`src/rtl/mmio_uart_pkg.sv`:
```
// mmio_uart_pkg: shared state encoding, default register addresses and status layout
// for the memory-mapped UART transmitter.
package mmio_uart_pkg;

    typedef enum logic [1:0] {
        IDLE  = 2'd0,
        START = 2'd1,
        DATA  = 2'd2,
        STOP  = 2'd3
    } state_t;

    localparam logic [31:0] DEF_TX_ADDR     = 32'h0000_0FF0;
    localparam logic [31:0] DEF_STATUS_ADDR = 32'h0000_0FF4;

    localparam int ST_BUSY  = 0;
    localparam int ST_FULL  = 1;
    localparam int ST_OVF   = 2;
    localparam int ST_EMPTY = 3;
    localparam int ST_CNT   = 4;

    function automatic logic [31:0] pack_status(
        input logic       busy,
        input logic       full,
        input logic       ovf,
        input logic       empty,
        input logic [3:0] cnt
    );
        logic [31:0] s;
        s = '0;
        s[ST_BUSY]     = busy;
        s[ST_FULL]     = full;
        s[ST_OVF]      = ovf;
        s[ST_EMPTY]    = empty;
        s[ST_CNT +: 4] = cnt;
        return s;
    endfunction

endpackage

```
`src/rtl/uart_tx_fifo.sv`:
```
// uart_tx_fifo: synchronous byte FIFO; dout shows the head entry combinationally while not empty.
module uart_tx_fifo
    import mmio_uart_pkg::*;
#(
    parameter int DEPTH = 4
) (
    input  logic                     clk,
    input  logic                     reset,
    input  logic                     push,
    input  logic                     pop,
    input  logic [7:0]               din,
    output logic [7:0]               dout,
    output logic                     full,
    output logic                     empty,
    output logic [$clog2(DEPTH):0]   count
);
    localparam int AW = $clog2(DEPTH);

    logic [7:0]  mem [DEPTH];
    logic [AW:0] wp, rp;
    logic        do_push, do_pop;

    // The extra pointer bit separates a full ring from an empty one.
    assign empty   = wp == rp;
    assign full    = (wp[AW] != rp[AW]) && (wp[AW-1:0] == rp[AW-1:0]);
    assign count   = wp - rp;
    assign dout    = mem[rp[AW-1:0]];
    assign do_push = push && !full;
    assign do_pop  = pop && !empty;

    always_ff @(posedge clk) begin
        if (do_push) mem[wp[AW-1:0]] <= din;
    end

    always_ff @(posedge clk or posedge reset) begin
        if (reset) begin
            wp <= '0;
            rp <= '0;
        end else begin
            if (do_push) wp <= wp + 1'b1;
            if (do_pop) rp <= rp + 1'b1;
        end
    end

endmodule

```
`src/rtl/mmio_uart_tx.sv`:
```
// mmio_uart_tx: MEM-stage UART transmitter; stores to TX_ADDR queue bytes, loads from
// STATUS_ADDR return busy/full/overflow/empty/count, Hit steers the load data mux.
module mmio_uart_tx
    import mmio_uart_pkg::*;
#(
    parameter int          CLKS_PER_BIT = 434,
    parameter int          FIFO_DEPTH   = 4,
    parameter logic [31:0] TX_ADDR      = DEF_TX_ADDR,
    parameter logic [31:0] STATUS_ADDR  = DEF_STATUS_ADDR
) (
    input  logic        clk,
    input  logic        reset,
    input  logic        MemWrite,
    input  logic        MemRead,
    input  logic [31:0] Address,
    input  logic [31:0] WriteData,
    output logic [31:0] ReadData,
    output logic        Hit,
    output logic        Tx,
    output logic        Busy
);
    localparam int CW = $clog2(CLKS_PER_BIT);
    localparam int AW = $clog2(FIFO_DEPTH);

    state_t        state, state_n;
    logic [CW-1:0] cnt, cnt_n;
    logic [2:0]    idx, idx_n;
    logic [7:0]    shift, shift_n, dout;
    logic [AW:0]   count;
    logic          ovf, ovf_n, tx_n, busy_n;
    logic          push, pop, full, empty, tick;
    logic          sel_tx, sel_st, wr_tx, clr;
    logic          unused_wdata;

    assign sel_tx       = Address == TX_ADDR;
    assign sel_st       = Address == STATUS_ADDR;
    assign wr_tx        = MemWrite && sel_tx;
    assign clr          = MemWrite && sel_st && WriteData[ST_OVF];
    assign push         = wr_tx && !full;
    assign unused_wdata = ^WriteData[31:8];

    // full is the pre-edge value, so a push is dropped even if a pop frees a slot this edge.
    assign ovf_n    = (wr_tx && full) || (ovf && !clr);
    assign Hit      = (MemRead || MemWrite) && (sel_tx || sel_st);
    assign ReadData = (MemRead && sel_st) ? pack_status(Busy, full, ovf, empty, 4'(count)) : '0;
    assign tick     = cnt == CW'(CLKS_PER_BIT - 1);

    uart_tx_fifo #(.DEPTH(FIFO_DEPTH)) u_fifo (
        .clk   (clk),
        .reset (reset),
        .push  (push),
        .pop   (pop),
        .din   (WriteData[7:0]),
        .dout  (dout),
        .full  (full),
        .empty (empty),
        .count (count)
    );

    always_comb begin
        state_n = state;
        cnt_n   = tick ? '0 : cnt + 1'b1;
        idx_n   = idx;
        shift_n = shift;
        pop     = 1'b0;
        case (state)
            IDLE: begin
                cnt_n = '0;
                if (!empty) begin
                    pop     = 1'b1;
                    shift_n = dout;
                    state_n = START;
                end
            end
            START: begin
                if (tick) begin
                    state_n = DATA;
                    idx_n   = '0;
                end
            end
            DATA: begin
                if (tick) begin
                    shift_n = shift >> 1;
                    idx_n   = idx + 1'b1;
                    state_n = idx == 3'd7 ? STOP : DATA;
                end
            end
            STOP: begin
                // Reload straight into START so consecutive frames have no idle gap.
                if (tick) begin
                    pop     = !empty;
                    shift_n = empty ? shift : dout;
                    state_n = empty ? IDLE : START;
                end
            end
            default: state_n = IDLE;
        endcase
        tx_n   = state_n == START ? 1'b0 : state_n == DATA ? shift_n[0] : 1'b1;
        busy_n = state_n != IDLE || !empty;
    end

    always_ff @(posedge clk or posedge reset) begin
        if (reset) begin
            state <= IDLE;
            cnt   <= '0;
            idx   <= '0;
            shift <= '0;
            ovf   <= 1'b0;
            Tx    <= 1'b1;
            Busy  <= 1'b0;
        end else begin
            state <= state_n;
            cnt   <= cnt_n;
            idx   <= idx_n;
            shift <= shift_n;
            ovf   <= ovf_n;
            Tx    <= tx_n;
            Busy  <= busy_n;
        end
    end

endmodule

```
`config.mk`:
```
export PLATFORM = sky130hd
export DESIGN_NAME = mmio_uart_tx
export DESIGN_NICKNAME = d
export VERILOG_FILES = /design/src/rtl/mmio_uart_pkg.sv /design/src/rtl/uart_tx_fifo.sv /design/src/rtl/mmio_uart_tx.sv
export SDC_FILE = /design/constraint.sdc
export NUM_CORES = 1
export LEC_CHECK = 0
export BUFFER_PORTS_ARGS = -buffer_cell sky130_fd_sc_hd__buf_2
export CAP_MARGIN = 20
export CORE_MARGIN = 2
export CORE_UTILIZATION = 50
export CTS_CLUSTER_SIZE = 16
export DETAILED_ROUTE_END_ITERATION = 12
export PLACE_DENSITY_LB_ADDON = 0.12
export SETUP_SLACK_MARGIN = 0.05
export SKIP_CTS_REPAIR_TIMING = 1
export SYNTH_ARGS = -nofsm -noshare
export SYNTH_HDL_FRONTEND = slang
export SYNTH_SLANG_ARGS = --single-unit
```
`constraint.sdc`:
```
create_clock -name clk -period 4.32 [get_ports clk]
set_input_delay 0 -clock clk [delete_from_list [all_inputs] [get_ports clk]]
set_output_delay 0 -clock clk [all_outputs]
set_load 0.05 [all_outputs]
```
# After elaboration in Yosys (flattened, before gate mapping)
# Memory sizes are Yosys's and may differ from the RTL's.
# Index checks and enable logic that the tools add are counted.
# totals
register_bits	31
mem_count	1
mem_bits_rw	32
out_inout_bits	35
word_cells	79
# op_classes
n_addsub	5
n_eq_ne	15
mux	24
reduce_logical	24
# mem_list
memory	depth	word_bits	read_ports	rd_ports_with_merged_regs	write_ports	line_no	source
u_fifo.mem	4	8	1	0	1	uart_tx_fifo.sv:19	logic [7:0] mem [DEPTH];
# op_table
op	count
32-bit by 12-bit equality test with 1-bit output, second input constant	2
8-bit two-way mux	3
8-bit one-hot mux with 3 select lines	1
9-bit two-way mux	2
1-bit logical AND	11
3-bit by 1-bit adder with 3-bit output, second input constant	3
9-bit by 1-bit adder with 9-bit output, second input constant	1
9-bit equality test, second input constant	1
1-bit two-way mux	8
2-bit two-way mux	4
2-bit one-hot mux with 4 select lines	1
7-bit two-way mux	1
2-bit equality test, second input constant	3
3-bit two-way mux	2
2-bit != test, second input constant	3
3-bit one-hot mux with 2 select lines	1
3-bit AND reduction	2
2-bit by 1-bit equality test with 1-bit output, second input constant	2
1-bit logical OR	4
2-bit nonzero test	2
3-bit equality test	1
3-bit equality test, second input constant	1
1-bit logical NOT	3
3-bit nonzero test	1
other kinds (5)	5

# Depth between registers and ports, before layout
# depth
depth_word	7
ltp_mapped	9
ltp_nobuf	7

# Cells and area by module
# Synthesis repeated with hierarchy kept, for this count alone.
# hier_totals
cells_unflattened	282
area_unflattened_um2	3418.3
# modules_own_cells
mod	cells_each	seq_area_each_um2	area_each_um2	instances
mmio_uart_tx	194	626.9	1803.0	1
uart_tx_fifo	88	1111.1	1615.3	1

# Worst setup path after synthesis
# Ideal clock, no wire load.
# synth_path
path_kind	reg-to-reg
start	register u_fifo.rp[1]
end	memory u_fifo.mem[0][0] (enable)
path_buffers	2
synth_period_minus_slack_ps	2586
setup_slack_ps	1734
path_stages_with_launch	9
required_ps	3949
arrival_time_ps	2216
path_cell_list	dfrtp_1 -> clkbuf_1 -> inv_1 -> ha_1 -> nand2_1 -> o21bai_1 -> or4_1 -> buf_2 -> nor2_1
# synth_via
elab_chain_cells	7
# synth_lines
element	line_no	source
start: declaration	uart_tx_fifo.sv:20	logic [AW:0] wp, rp;
start signal: assignment	uart_tx_fifo.sv:41	if (do_pop) rp <= rp + 1'b1;
2-bit equality test *	uart_tx_fifo.sv:25	assign full = (wp[AW] != rp[AW]) && (wp[AW-1:0] == rp[AW-1:0]);
1-bit logical AND *	uart_tx_fifo.sv:25	
1-bit logical NOT *	uart_tx_fifo.sv:28, mmio_uart_tx.sv:39	
1-bit logical AND	mmio_uart_tx.sv:39	assign push = wr_tx && !full;
1-bit logical AND *	uart_tx_fifo.sv:28	assign do_push = push && !full;
1-bit two-way mux *	uart_tx_fifo.sv:32	if (do_push) mem[wp[AW-1:0]] <= din;
1-bit two-way mux (not written as such) *	uart_tx_fifo.sv:32	
end: declaration	uart_tx_fifo.sv:19	
# Every way passes the cells marked *; elsewhere a longest branch is shown, timed or not.

# Worst setup path after layout
# layout_path
start	register u_fifo.rp[0]
end	memory u_fifo.mem[2][6] (enable)
# Same word-level chain as after synthesis.

==> results.py <==
metrics = {
    "clock_tree": {
        "clk_pin_slew_ps": 80,
        "clock_sinks": 63,
        "cts_buffers": 9,
        "cts_tree": "yes",
        "htreeDepth": 3,
        "worstSkewPairLatency_ps": 340,
        "cts.path.max_buffers": 2,
        "cts_root_buf": "clkbuf_8",
    },
    "sta": {
        "tightest_slew_ps": 748.1,
        "fin_tns_setup_ps": 0,
        "period_share_pct": 69.62,
        "report.final.setup_viol": 0,
        "final_max_slew_viol_count": 0,
        "grt_setup_unrepaired": "false",
        "relSlewSlack_pct": 49.95,
        "fin_worst_skew_ps": 8.005,
        "max_freq_mhz": 332.5,
        "hold_violations": 0,
        "fin_crit_ps": 3008,
    },
    "detailed_routing": {
        "firstDrtPassIters": 4,
        "routed_wirelength_um": 6002,
        "drt_iter0_markers": 97,
        "vias_per_cell": 5.085,
        "vias": 2166,
        "wl_per_cell_um": 14.09,
        "postRouteAntennaNets": 0,
        "drcViolationCount": 0,
    },
    "die": {
        "die_width_um": 85.96,
        "core_sq_mm": 0.006422,
        "rows": 29,
        "initial_core_util_pct": 52.29,
        "die-area_sq_mm": 0.007388,
        "die-height_um": 85.96,
        "boundaryPins": 103,
    },
    "final_layout": {
        "fillerInstances": 534,
        "finalNetCount": 428,
        "syn_to_final_growth_pct": 16.32,
        "final_util_pct": 60.82,
        "diodes": 0,
        "multi_input_area_sq_mm": 0.001406,
        "drive_above_1_share_pct": 26.65,
        "final-seq-area_sq_mm": 0.001738,
    },
    "yosys": {
        "synthArstFlopShare_pct": 49.21,
        "synth_top_cell_by_area": "edfxtp_1",
        "synth_top_area_share_pct": 28.61,
        "synth_area_leaders": "edfxtp_1 29%, dfrtp_1 22%, buf_4 5.6%, ha_1 5.6%, mux4_2 5.4%",
        "synthFlopType": "edfxtp_1",
        "synth_seq_area_share_pct": 51.75,
        "ys_ff_latch": 63,
        "yosys_warnings": 0,
        "syn_area_per_cell_sq_um": 12.17,
        "synth_commonest_cells": "32 x edfxtp_1, 30 x dfrtp_1, 29 x nor2_1",
        "synth_cells": 276,
        "post-synth-top-count-cell": "edfxtp_1",
        "synth_cell_type_count": 51,
        "synth-edff-count": 32,
        "netlist_area_sq_mm": 0.003358,
    },
    "setup_path": {
        "critPathKind": "reg2reg",
        "critPathLaunchType": "register",
        "critical_path_arrival_ps": 2980,
        "cp_max_fo": 11,
        "critPathRequiredTime_ps": 4290,
        "crit_path_end_kind": "register",
    },
    "place": {
        "hpwl_um": 4373,
        "numPortBuffers": 53,
        "routabilityCongestion": 0.7644,
    },
    "global_route": {
        "antenna_found_initial": 0,
        "grt_overflow": 0,
        "gr-usage-all-layers_pct": 17.06,
        "first_global_vias": 2091,
        "grt_pass1_wl_um": 9949,
        "grt_max_degree": 32,
    },
    "power": {
        "p_leak_nw": 1.742,
        "powerDensity_mw_per_mm2": 346.1,
        "peakVddDrop_v": 0.0002756,
    },
    "run": {
        "drv_cap": 0,
    },
    "outcome": {
        "status": "finished clean",
    },
    "min_path": {
        "hold_class": "in2reg",
    },
}
-- final timing paths --
check / startpoint / endpoint / slack (ps) / cells past startpoint
setup / recovery: u_fifo.rp[0] / u_fifo.mem[2][6] / 1310 / 5
setup reg to reg: u_fifo.rp[0] / u_fifo.mem[2][6] / 1310 / 5
max in group asynchronous: reset / Tx / 3700 / 4
min in group asynchronous: reset / u_fifo.wp[2] / 300 / 4
hold / removal: MemWrite / ovf / 10 / 3
hold reg to reg: idx[1] / idx[1] / 500 / 1
-- layer usage --
layer,vias up,GRT usage [%],wire (um)
li1,1089,-,-
met1,1043,22.87,2722
met2,29,27.63,3077
met3,5,4.331,150
met4,0,4.762,52
met5,-,0,0
-- layout by cell type (no fill, tap or decap), types with 2 or more instances in the layout --
master | synthesis | layout
xnor2_1 | 8 | 8
inv_1 | 24 | 24
mux2_2 | 5 | 5
ha_1 | 15 | 15
nor4b_1 | 2 | 2
xor2_1 | 5 | 5
nor3_1 | 5 | 5
nand3_1 | 7 | 7
nor4b_2 | 2 | 2
nand4_1 | 4 | 4
clkbuf_8 | 0 | 9
and4_1 | 2 | 2
nand2_1 | 14 | 14
conb_1 | 1 | 25
or4_1 | 2 | 2
a32o_1 | 2 | 2
o21a_1 | 2 | 2
a31oi_1 | 2 | 2
inv_6 | 0 | 3
dfrtp_1 | 30 | 30
o21ai_0 | 7 | 7
mux4_2 | 8 | 8
a222oi_1 | 5 | 5
nor4_1 | 5 | 5
buf_2 | 3 | 53
dlygate4sd3_1 | 0 | 10
nor2_1 | 29 | 29
mux2i_1 | 4 | 4
edfxtp_1 | 32 | 32
-- flip-flops by register name (all words and copies together), names as in the netlist --
signal	cells
u_fifo.mem	32
cnt	9
shift	8
idx	3
u_fifo.rp	3
u_fifo.wp	3
state	2
Busy	1
Tx	1
ovf	1
-- worst max-delay path: stages (launching register included) --
cell	delay (ps)
dfrtp_1	740
ha_1	380
nand2_1	240
o21bai_1	100
or4_1	550
nor2_1	630
-- stage by stage --
step / hold WS (ps) / power [mW] / instances / setup WS (ps) / cell area (sq um)
after floorplan: 86.09 / 0.8160 / 300 / 1734 / 3448
after global placement: 109.7 / 0.8319 / 400 / 1323 / 3603
after detailed placement: 110.5 / 0.8371 / 400 / 1241 / 3603
after CTS: -250.7 / 1.357 / 416 / 1233 / 3806
after global routing: 4.212 / 1.406 / 426 / 1097 / 3906
final: 12.51 / 1.352 / 426 / 1312 / 3906
-- area by class of cell --
class	instances	area share (%)
repair buffers	64	9.545
multi-input cells	182	36.00
clock buffers	9	3.171
clock inverters	7	2.018
flip-flops and latches	63	44.49
inverters	24	2.306
well taps	77	2.466
-- kinds of logic (layout without fill, tap and decap cells) --
kind of cell	after synthesis	count (layout)	share of synthesized area, %
buf+inv	55	104	9.054
mux	18	18	8.569
compound gates	31	31	7.899
xor+xnor	14	14	3.875
other cells	1	25	0.1117
flops	63	63	51.75
fa+ha+maj	16	16	6.185
simple gates	78	78	12.56
-- power by group --
part | total, mW | switching (mW) | leakage (nW) | internal, mW
registers | 0.683 | 0.0225 | 0.717 | 0.661
clock network | 0.521 | 0.247 | 0.100 | 0.274
logic | 0.148 | 0.0859 | 0.924 | 0.0617
total | 1.35 | 0.355 | 1.74 | 0.997
No activity file was read; power rests on OpenSTA's default activity.
